## src/rtl/alu_types.sv

```systemverilog
// Shared types for the ALU and its issue front end.
package alu_types;

    // ALU operation codes; 0000 is the no-op that yields zero.
    typedef enum logic [3:0] {
        ALU_NOP  = 4'b0000,
        ALU_AND  = 4'b0001,
        ALU_OR   = 4'b0010,
        ALU_XOR  = 4'b0011,
        ALU_SLL  = 4'b0101,
        ALU_SRL  = 4'b0110,
        ALU_SRA  = 4'b0111,
        ALU_ADD  = 4'b1000,
        ALU_SUB  = 4'b1100,
        ALU_SLT  = 4'b1101,
        ALU_SLTU = 4'b1111
    } alu_control_t;

    // RV32I OP/OP-IMM funct3 values.
    typedef enum logic [2:0] {
        F3_ADD  = 3'b000,
        F3_SLL  = 3'b001,
        F3_SLT  = 3'b010,
        F3_SLTU = 3'b011,
        F3_XOR  = 3'b100,
        F3_SR   = 3'b101,
        F3_OR   = 3'b110,
        F3_AND  = 3'b111
    } funct3_t;

    // Result register occupancy.
    typedef enum logic [0:0] {
        S_EMPTY = 1'b0,
        S_FULL  = 1'b1
    } issue_state_t;

    // Operand B source.
    typedef enum logic [1:0] {
        B_RS2   = 2'd0,
        B_IMM   = 2'd1,
        B_SHAMT = 2'd2
    } b_sel_t;

endpackage

```

## src/rtl/alu.sv

```systemverilog
// Combinational ALU driven by an alu_control_t code.
module alu
    import alu_types::*;
#(
    parameter int unsigned N = 32
) (
    input  logic [N-1:0]  a,
    input  logic [N-1:0]  b,
    input  alu_control_t  control,
    output logic [N-1:0]  result
);

    localparam int unsigned SW = $clog2(N);

    logic [SW-1:0] shamt;
    assign shamt = b[SW-1:0];

    // Operation select; unknown codes and the no-op produce zero.
    always_comb begin
        result = '0;
        case (control)
            ALU_AND:  result = a & b;
            ALU_OR:   result = a | b;
            ALU_XOR:  result = a ^ b;
            ALU_SLL:  result = a << shamt;
            ALU_SRL:  result = a >> shamt;
            ALU_SRA:  result = $unsigned($signed(a) >>> shamt);
            ALU_ADD:  result = a + b;
            ALU_SUB:  result = a - b;
            ALU_SLT:  result = {{(N-1){1'b0}}, ($signed(a) < $signed(b))};
            ALU_SLTU: result = {{(N-1){1'b0}}, (a < b)};
            default:  result = '0;
        endcase
    end

endmodule

```

## src/rtl/alu_decoder.sv

```systemverilog
// Maps funct3/funct7[5]/OP-IMM to an ALU code, illegal flag and operand-B source.
module alu_decoder
    import alu_types::*;
(
    input  logic [2:0]    funct3,
    input  logic          funct7_5,
    input  logic          is_imm,
    output alu_control_t  control,
    output logic          illegal,
    output b_sel_t        b_sel
);

    funct3_t f3;
    assign f3 = funct3_t'(funct3);

    // Decode; an illegal encoding forces the no-op so the ALU returns zero.
    always_comb begin
        control = ALU_NOP;
        illegal = 1'b0;
        b_sel   = is_imm ? B_IMM : B_RS2;
        unique case (f3)
            F3_ADD:  control = (!is_imm && funct7_5) ? ALU_SUB : ALU_ADD;
            F3_SLL:  control = ALU_SLL;
            F3_SLT:  control = ALU_SLT;
            F3_SLTU: control = ALU_SLTU;
            F3_XOR:  control = ALU_XOR;
            F3_SR:   control = funct7_5 ? ALU_SRA : ALU_SRL;
            F3_OR:   control = ALU_OR;
            F3_AND:  control = ALU_AND;
        endcase
        // Immediate shifts take only the low five immediate bits.
        if (is_imm && (f3 == F3_SLL || f3 == F3_SR)) begin
            b_sel = B_SHAMT;
        end
        // For OP-IMM non-shifts bit 30 is just immediate data.
        if ((!is_imm && funct7_5 && f3 != F3_ADD && f3 != F3_SR) ||
            (is_imm && funct7_5 && f3 == F3_SLL)) begin
            illegal = 1'b1;
            control = ALU_NOP;
        end
    end

endmodule

```

## src/rtl/alu_issue.sv

```systemverilog
// Single-entry issue stage: decode, ALU, registered result with valid/ready.
module alu_issue
    import alu_types::*;
#(
    parameter int unsigned N = 32
) (
    input  logic          clk,
    input  logic          rst,
    input  logic          i_valid,
    output logic          i_ready,
    input  logic [2:0]    i_funct3,
    input  logic          i_funct7_5,
    input  logic          i_is_imm,
    input  logic [N-1:0]  i_rs1,
    input  logic [N-1:0]  i_rs2,
    input  logic [N-1:0]  i_imm,
    output logic          o_valid,
    input  logic          o_ready,
    output logic [N-1:0]  o_result,
    output logic          o_illegal,
    output logic [15:0]   o_count
);

    issue_state_t  state_q;
    logic [N-1:0]  result_q;
    logic          illegal_q;
    logic [15:0]   count_q;

    alu_control_t  control;
    logic          illegal;
    b_sel_t        b_sel;
    logic [N-1:0]  op_b;
    logic [N-1:0]  alu_result;
    logic          accept;

    // Ready is combinational from o_ready so a full register can stream.
    assign i_ready = (state_q == S_EMPTY) | o_ready;
    assign accept  = i_valid & i_ready;

    alu_decoder u_decoder (
        .funct3   (i_funct3),
        .funct7_5 (i_funct7_5),
        .is_imm   (i_is_imm),
        .control  (control),
        .illegal  (illegal),
        .b_sel    (b_sel)
    );

    // Operand-B source select.
    always_comb begin
        op_b = i_rs2;
        case (b_sel)
            B_RS2:   op_b = i_rs2;
            B_IMM:   op_b = i_imm;
            B_SHAMT: op_b = {{(N-5){1'b0}}, i_imm[4:0]};
            default: op_b = i_rs2;
        endcase
    end

    alu #(
        .N (N)
    ) u_alu (
        .a       (i_rs1),
        .b       (op_b),
        .control (control),
        .result  (alu_result)
    );

    // Occupancy FSM with the result/illegal registers loaded on acceptance.
    always_ff @(posedge clk or negedge rst) begin
        if (!rst) begin
            state_q   <= S_EMPTY;
            result_q  <= '0;
            illegal_q <= 1'b0;
        end else begin
            if (accept) begin
                state_q   <= S_FULL;
                result_q  <= alu_result;
                illegal_q <= illegal;
            end else if (state_q == S_FULL && o_ready) begin
                state_q <= S_EMPTY;
            end
        end
    end

    // Saturating count of accepted legal instructions.
    always_ff @(posedge clk or negedge rst) begin
        if (!rst) begin
            count_q <= '0;
        end else if (accept && !illegal && count_q != 16'hFFFF) begin
            count_q <= count_q + 16'd1;
        end
    end

    assign o_valid   = (state_q == S_FULL);
    assign o_result  = result_q;
    assign o_illegal = illegal_q;
    assign o_count   = count_q;

endmodule

```

## config.mk

```make
export PLATFORM = sky130hd
export DESIGN_NAME = alu_issue
export DESIGN_NICKNAME = d
export VERILOG_FILES = /design/src/rtl/alu_types.sv /design/src/rtl/alu.sv /design/src/rtl/alu_decoder.sv /design/src/rtl/alu_issue.sv
export SDC_FILE = /design/constraint.sdc
export NUM_CORES = 1
export LEC_CHECK = 0
export CAP_MARGIN = 20
export CELL_PAD_IN_SITES_DETAIL_PLACEMENT = 0
export CELL_PAD_IN_SITES_GLOBAL_PLACEMENT = 1
export CORE_MARGIN = 2
export CORE_UTILIZATION = 41
export CTS_CLUSTER_DIAMETER = 60
export DETAILED_ROUTE_END_ITERATION = 8
export GPL_TIMING_DRIVEN = 0
export HOLD_SLACK_MARGIN = 0.02
export MAX_ROUTING_LAYER = met4
export PLACE_DENSITY_LB_ADDON = 0.12
export SYNTH_ARGS = -nofsm -noshare
export SYNTH_HDL_FRONTEND = slang
export SYNTH_SLANG_ARGS = --single-unit
```

## constraint.sdc

```tcl
create_clock -name clk -period 5 [get_ports clk]
set_input_delay 1 -clock clk [delete_from_list [all_inputs] [get_ports clk]]
set_output_delay 1 -clock clk [all_outputs]
set_load 0.03 [all_outputs]
```

Yosys cells after proc, flatten, opt, wreduce, memory -nomap -nowiden
Cells that the tools add are included.
{"block": "totals", "elab_cells": 66, "out_inout_bits": 51, "in_bits": 105, "regBits": 50}
{"block": "classes", "n_mux": 11, "n_addsub": 3, "n_reduce_logical": 16, "shifts": 3, "bitwise_logic": 6, "n_eq_ne": 21, "n_lt_le_gt_ge": 2}
{"op": "$pmux W32 S10", "count": 1}
{"op": "$lt A32 B32 Y1", "count": 2}
{"op": "$pmux W32 S2", "count": 1}
{"op": "$add A32 B32 Y32", "count": 1}
{"op": "$and A32 B32 Y32", "count": 1}
{"op": "$or A32 B32 Y32", "count": 1}
{"op": "$pmux W4 S8", "count": 1}
{"op": "$shl A32 B5 Y32", "count": 1}
{"op": "$shr A32 B5 Y32", "count": 1}
{"op": "$sshr A32 B5 Y32", "count": 1}
{"op": "$sub A32 B32 Y32", "count": 1}
{"op": "$xor A32 B32 Y32", "count": 1}
{"op": "$add A16 B1 Y16 const B", "count": 1}
{"op": "$eq A4 B4 Y1 const B", "count": 4}
{"op": "$ne A16 B16 Y1 const B", "count": 1}
{"op": "$eq A3 B3 Y1 const B", "count": 4}
{"op": "$eq A4 B3 Y1 const B", "count": 3}
{"op": "$logic_and A1 B1 Y1", "count": 9}
{"op": "$eq A4 B2 Y1 const B", "count": 2}
{"op": "$eq A3 B2 Y1 const B", "count": 2}
{"op": "$mux W1", "count": 5}
{"op": "$eq A4 B1 Y1 const B", "count": 1}
{"op": "$mux W4", "count": 1}
{"op": "$eq A3 B1 Y1 const B", "count": 1}
{"op": "other kinds (13)", "count": 15}

Longest topological paths before layout
{"block": "logic_depth", "depth_word": 9, "mapped_depth": 20, "depth_no_buf": 15}

Hierarchy
A second synthesis with hierarchy kept.
{"block": "hier_totals", "cells_unflattened": 1534, "area_unflattened_um2": 11089.4}
{"module": "alu", "area_per_inst_um2": 8421.8, "instances": 1, "cells_each": 1301}
{"module": "alu_issue", "area_per_inst_um2": 2498.6, "instances": 1, "cells_each": 207}
{"module": "alu_decoder", "area_per_inst_um2": 168.9, "instances": 1, "cells_each": 26}

Worst setup path before layout
OpenSTA, ideal clock, no wires.
{"block": "synth_timing", "path_kind": "input port to flip-flop", "start": "input i_is_imm", "end": "register result_q[30] (netlist: o_result[30])", "setup_slack_ns": -0.066, "arrival_ns": 4.941, "stages": 17, "path_buffers": 6, "cell_sequence": "buf_4 -> buf_2 -> mux2i_2 -> buf_2 -> buf_1 -> buf_1 -> ha_1 -> clkbuf_1 -> o21a_1 -> o31a_1 -> a2111o_1 -> a31o_2 -> a2111oi_4 -> o31ai_1 -> a21oi_2 -> o221a_2 -> o21ai_1"}
{"block": "synth_between", "elab_chain_len": 8, "elab_cells_between_ends": 35, "cone_classes": "add/sub (2); eq/ne (12); shift (3); mux (7); bitwise (3); reduce/logical (8)"}
{"element": "from (decl)", "line_no": "alu_issue.sv:13", "source": "input logic i_is_imm,"}
{"element": "branches (longest 7 deep; another with $sub A32 B32 Y32)"}
{"element": "$pmux W32 S10 (*)", "line_no": "alu.sv:21", "source": "case (control)"}
{"element": "to (signal assigned)", "line_no": "alu_issue.sv:78", "source": "result_q <= alu_result;"}
{"element": "to (decl)", "line_no": "alu_issue.sv:25", "source": "logic [N-1:0] result_q;"}
Mark *: on every way between the ends.
A chain may end at the register's enable or synchronous reset.

Worst setup path in the final report
{"block": "layout_timing", "start": "input i_imm[4]", "end": "register result_q[30] (netlist: o_result[30])"}
{"block": "layout_between", "elab_chain_len": 3, "elab_cells_between_ends": 7, "cone_classes": "add/sub (2); shift (3); mux (2)"}
{"element": "from (decl)", "line_no": "alu_issue.sv:16", "source": "input logic [N-1:0] i_imm,"}
{"element": "$pmux W32 S2 (*)", "line_no": "alu_issue.sv:52", "source": "case (b_sel)"}
{"element": "$sub A32 B32 Y32 (tied with other cells)", "line_no": "alu.sv:29", "source": "ALU_SUB: result = a - b;"}
{"element": "$pmux W32 S10 (*)", "line_no": "alu.sv:21"}
Mark *: on every way between the ends. The rest lies on a longest branch, timed or not.

==> results.py <==
metrics = {
    "status": {
        "status": "finished clean",
    },
    "synthesis": {
        "synthFlopType": "dfrtp_1",
        "syn_avg_cell_area_um2": 6.98,
        "synth.ff_latch_count": 50,
        "ys_async_sr_fraction": 1.00,
        "synth_area_um2": 11200,
        "synth_cell_types": 93,
        "synth_cells": 1604,
        "seq_area_frac_synth": 0.112,
        "yosys_warnings": 0,
        "synth_edf_count": 0,
        "synth_nets": 1824,
    },
    "critical_path": {
        "cp_cell_sequence": "clkdlybuf4s50_1, mux2i_2, clkbuf_2, clkbuf_4, ha_1, buf_2, o21a_1, o31a_1, a2111o_1, a31o_2, a2111oi_4, o31ai_1, a21oi_2, o221a_2, o21ai_1",
        "cp.required_ns": 5.20,
        "worstSetupPathType": "in2reg",
        "cpLargestDelayFamily": "compound AO/OA/AOI/OAI gates",
        "arrival_ns": 5.06,
        "end_kind": "register",
        "cpPeakStageDelay_ns": 0.50,
        "crit_path_top_delay_cell": "a2111o_1",
        "r2r_slack_ns": 1.74,
        "crit_fanout": 11,
        "cp_num_buf_inv": 4,
        "critPathLaunchType": "input pin",
    },
    "flow_run": {
        "maxCapViolations": 0,
    },
    "drt": {
        "drt_iter0_drc": 1892,
        "drt-pass1-iter-count": 6,
        "via_per_inst": 6.62,
        "vias": 13911,
        "antenna_left": 0,
        "drc": 0,
        "wl_mm": 60.2,
        "routedWlPerCell_um": 28.7,
    },
    "cts": {
        "cts_max_level": 2,
        "clk_pin_slew_worst_paths_ns": 0.08,
        "cts_buffers": 5,
        "clock_latency_ns": 0.32,
        "clk_path_buf_depth": 2,
        "clock_sinks": 50,
        "clock-root-buffer": "clkbuf_16",
        "cts_hold_buf": 0,
        "cts_tree": "yes",
    },
    "power_and_ir_drop": {
        "p_total_uw": 2960,
        "ir_worst_vdd_mv": 0.139,
        "leakage_uw": 0.00583,
        "pwr_density_cell_nw_per_um2": 218,
    },
    "floorplan": {
        "dieArea_um2": 28700,
        "fp.dieH_um": 169,
        "start_util": 0.417,
        "num_io_pins": 156,
        "dieWidth_um": 169,
        "num_rows": 60,
        "core_area_um2": 26900,
    },
    "sta": {
        "hold_viol": 0,
        "post-route-min-period_ns": 4.85,
        "clock_skew_ns": 0.00895,
        "setup_slack_ns": 0.145,
        "timing.hold.ws_ns": 0.480,
        "slew_headroom": 0.197,
        "period_share": 0.971,
        "setup_violations": 0,
        "worstMarginPinSlew_ns": 1.19,
        "maxSlewViolCount": 0,
        "fmax_ghz": 0.206,
    },
    "cells_and_area": {
        "drive_gt1_frac": 0.0682,
        "n_antenna_cell": 0,
        "syn2layout_area_growth_pct": 21.0,
        "n_fill_cell": 2834,
        "final_nets": 1980,
        "fin_util": 0.504,
    },
    "place": {
        "numPortBuffers": 153,
        "dpl.hpwl_mm": 49.5,
        "place_congestion": 1.03,
        "dp_slack_ns": -1.76,
    },
    "global_routing": {
        "grt_usage": 0.419,
        "grt_pass1_wl_mm": 86.4,
        "grt_start_max_net_pins": 39,
        "grt_pass1_vias": 13036,
        "grt-ovfl-total": 0,
        "grt_antenna_before_repair": 0,
    },
    "hold_path": {
        "hold_path.class": "reg2reg",
    },
}
timing repair:
action | CTS | global route
endpoints found under the setup margin | 27 | 16
pin swaps | 1 | 2
gates resized for setup | 29 | 33
buffers inserted | 3 | 2
final cells by class:
class,count,area (um2),area share
well taps,341,427,0.0315
flip-flops and latches,50,1250,0.0924
inverters,125,472,0.0348
multi-input cells,1323,9190,0.678
plain buffers,95,454,0.0335
repair buffers,160,1590,0.117
clock buffers,5,125,0.00924
clock inverters,2,38.8,0.00286
cells in the final DEF, fill, tap and decap left out, drive strengths merged, types with 7 or more instances in the layout:
| master | count |
|---|---|
| mux2i | 121 |
| xor2 | 12 |
| and3 | 14 |
| o21ai | 130 |
| inv | 124 |
| buf | 41 |
| o311ai | 10 |
| nand2 | 169 |
| o21a | 13 |
| nor4 | 10 |
| nor2 | 159 |
| and2 | 7 |
| dfrtp | 50 |
| a21oi | 133 |
| nand2b | 17 |
| nand4 | 11 |
| a31oi | 27 |
| a21o | 17 |
| o21bai | 13 |
| ha | 113 |
| clkdlybuf4s50 | 151 |
| o211ai | 34 |
| nand3 | 32 |
| clkbuf | 67 |
| xnor2 | 26 |
| a221oi | 20 |
| a22oi | 21 |
| o221ai | 9 |
| o22ai | 17 |
| mux2 | 9 |
| a211oi | 18 |
| a2111oi | 8 |
| nor3 | 38 |
| o2111ai | 7 |
| or3 | 16 |
| o31ai | 14 |
worst register-to-register path: cells and delay by family (launching register included):
family,cells,cell delay [ns]
buffers and inverters,3,1.66
AOI/OAI and AO/OA,3,0.81
DFF,1,0.39
and+or+nand+nor,2,0.28
Yosys cell counts (14+ instances only):
| cell | instances | area share |
|---|---|---|
| a221oi_1 | 19 | 0.015 |
| o31ai_1 | 14 | 0.0094 |
| buf_2 | 19 | 0.0085 |
| mux2i_1 | 115 | 0.10 |
| a31oi_1 | 26 | 0.015 |
| nand2b_1 | 17 | 0.0095 |
| nand3_1 | 32 | 0.014 |
| nor2_1 | 158 | 0.053 |
| o21ai_0 | 112 | 0.050 |
| dfrtp_1 | 50 | 0.11 |
| o22ai_1 | 17 | 0.0095 |
| nor3_1 | 38 | 0.017 |
| a22oi_1 | 21 | 0.014 |
| a21o_1 | 17 | 0.011 |
| clkbuf_1 | 69 | 0.023 |
| and3_1 | 14 | 0.0078 |
| inv_1 | 116 | 0.039 |
| ha_1 | 113 | 0.13 |
| o211ai_1 | 34 | 0.023 |
| o21ai_1 | 17 | 0.0076 |
| or3_1 | 16 | 0.0089 |
| xnor2_1 | 26 | 0.020 |
| a211oi_1 | 17 | 0.011 |
| a21oi_1 | 132 | 0.059 |
| nand2_1 | 169 | 0.057 |
registers in the layout, indices dropped and copies added, names as in the netlist:
| signal | count |
|---|---|
| o_valid | 1 |
| o_count | 16 |
| o_illegal | 1 |
| o_result | 32 |
power by group:
group,leakage [uW],internal (uW),switching [uW]
logic,0.00512,702,1290
registers,0.000628,474,65.7
clock network,0.0000799,235,186
through the flow:
step                      instance area, um2  setup TNS (ns)  instances
final                                  13500               0       2101
after detailed placement               13200          -34.51       2100
after CTS                              13400         -0.0117       2101
after floorplan                        11200               0       1604
after global placement                 13200          -33.65       2098
after global routing                   13500        -0.00920       2101
final timing paths:
check / start / to / depth (start not counted)
min in group asynchronous: rst / o_result[6]$_DFFE_PN0P_ / 1
max in group asynchronous: rst / o_count[10]$_DFFE_PN0P_ / 2
min: o_count[6]$_DFFE_PN0P_ / o_count[6]$_DFFE_PN0P_ / 1
max reg2reg: o_valid$_DFFE_PN0P_ / o_result[11]$_DFFE_PN0P_ / 8
min reg2reg: o_count[6]$_DFFE_PN0P_ / o_count[6]$_DFFE_PN0P_ / 1
max: i_imm[4] / o_result[30]$_DFFE_PN0P_ / 15
metal layers:
metal	part of all wire	track usage
met3	0.12	0.0823
met2	0.43	0.627
met1	0.41	0.555
met4	0.048	0.167
met5	0	-
kinds of logic after synthesis:
logic type                 Yosys count  share of synthesized area
muxes                              133                      0.128
buffers and inverters              231                     0.0828
adders and majority gates          115                      0.130
AOI/OAI and AO/OA                  538                      0.316
DFF                                 50                      0.112
xor gates and xnor gates            38                     0.0297
and+or+nand+nor                    499                      0.202
No activity file was read; power rests on OpenSTA's default activity.
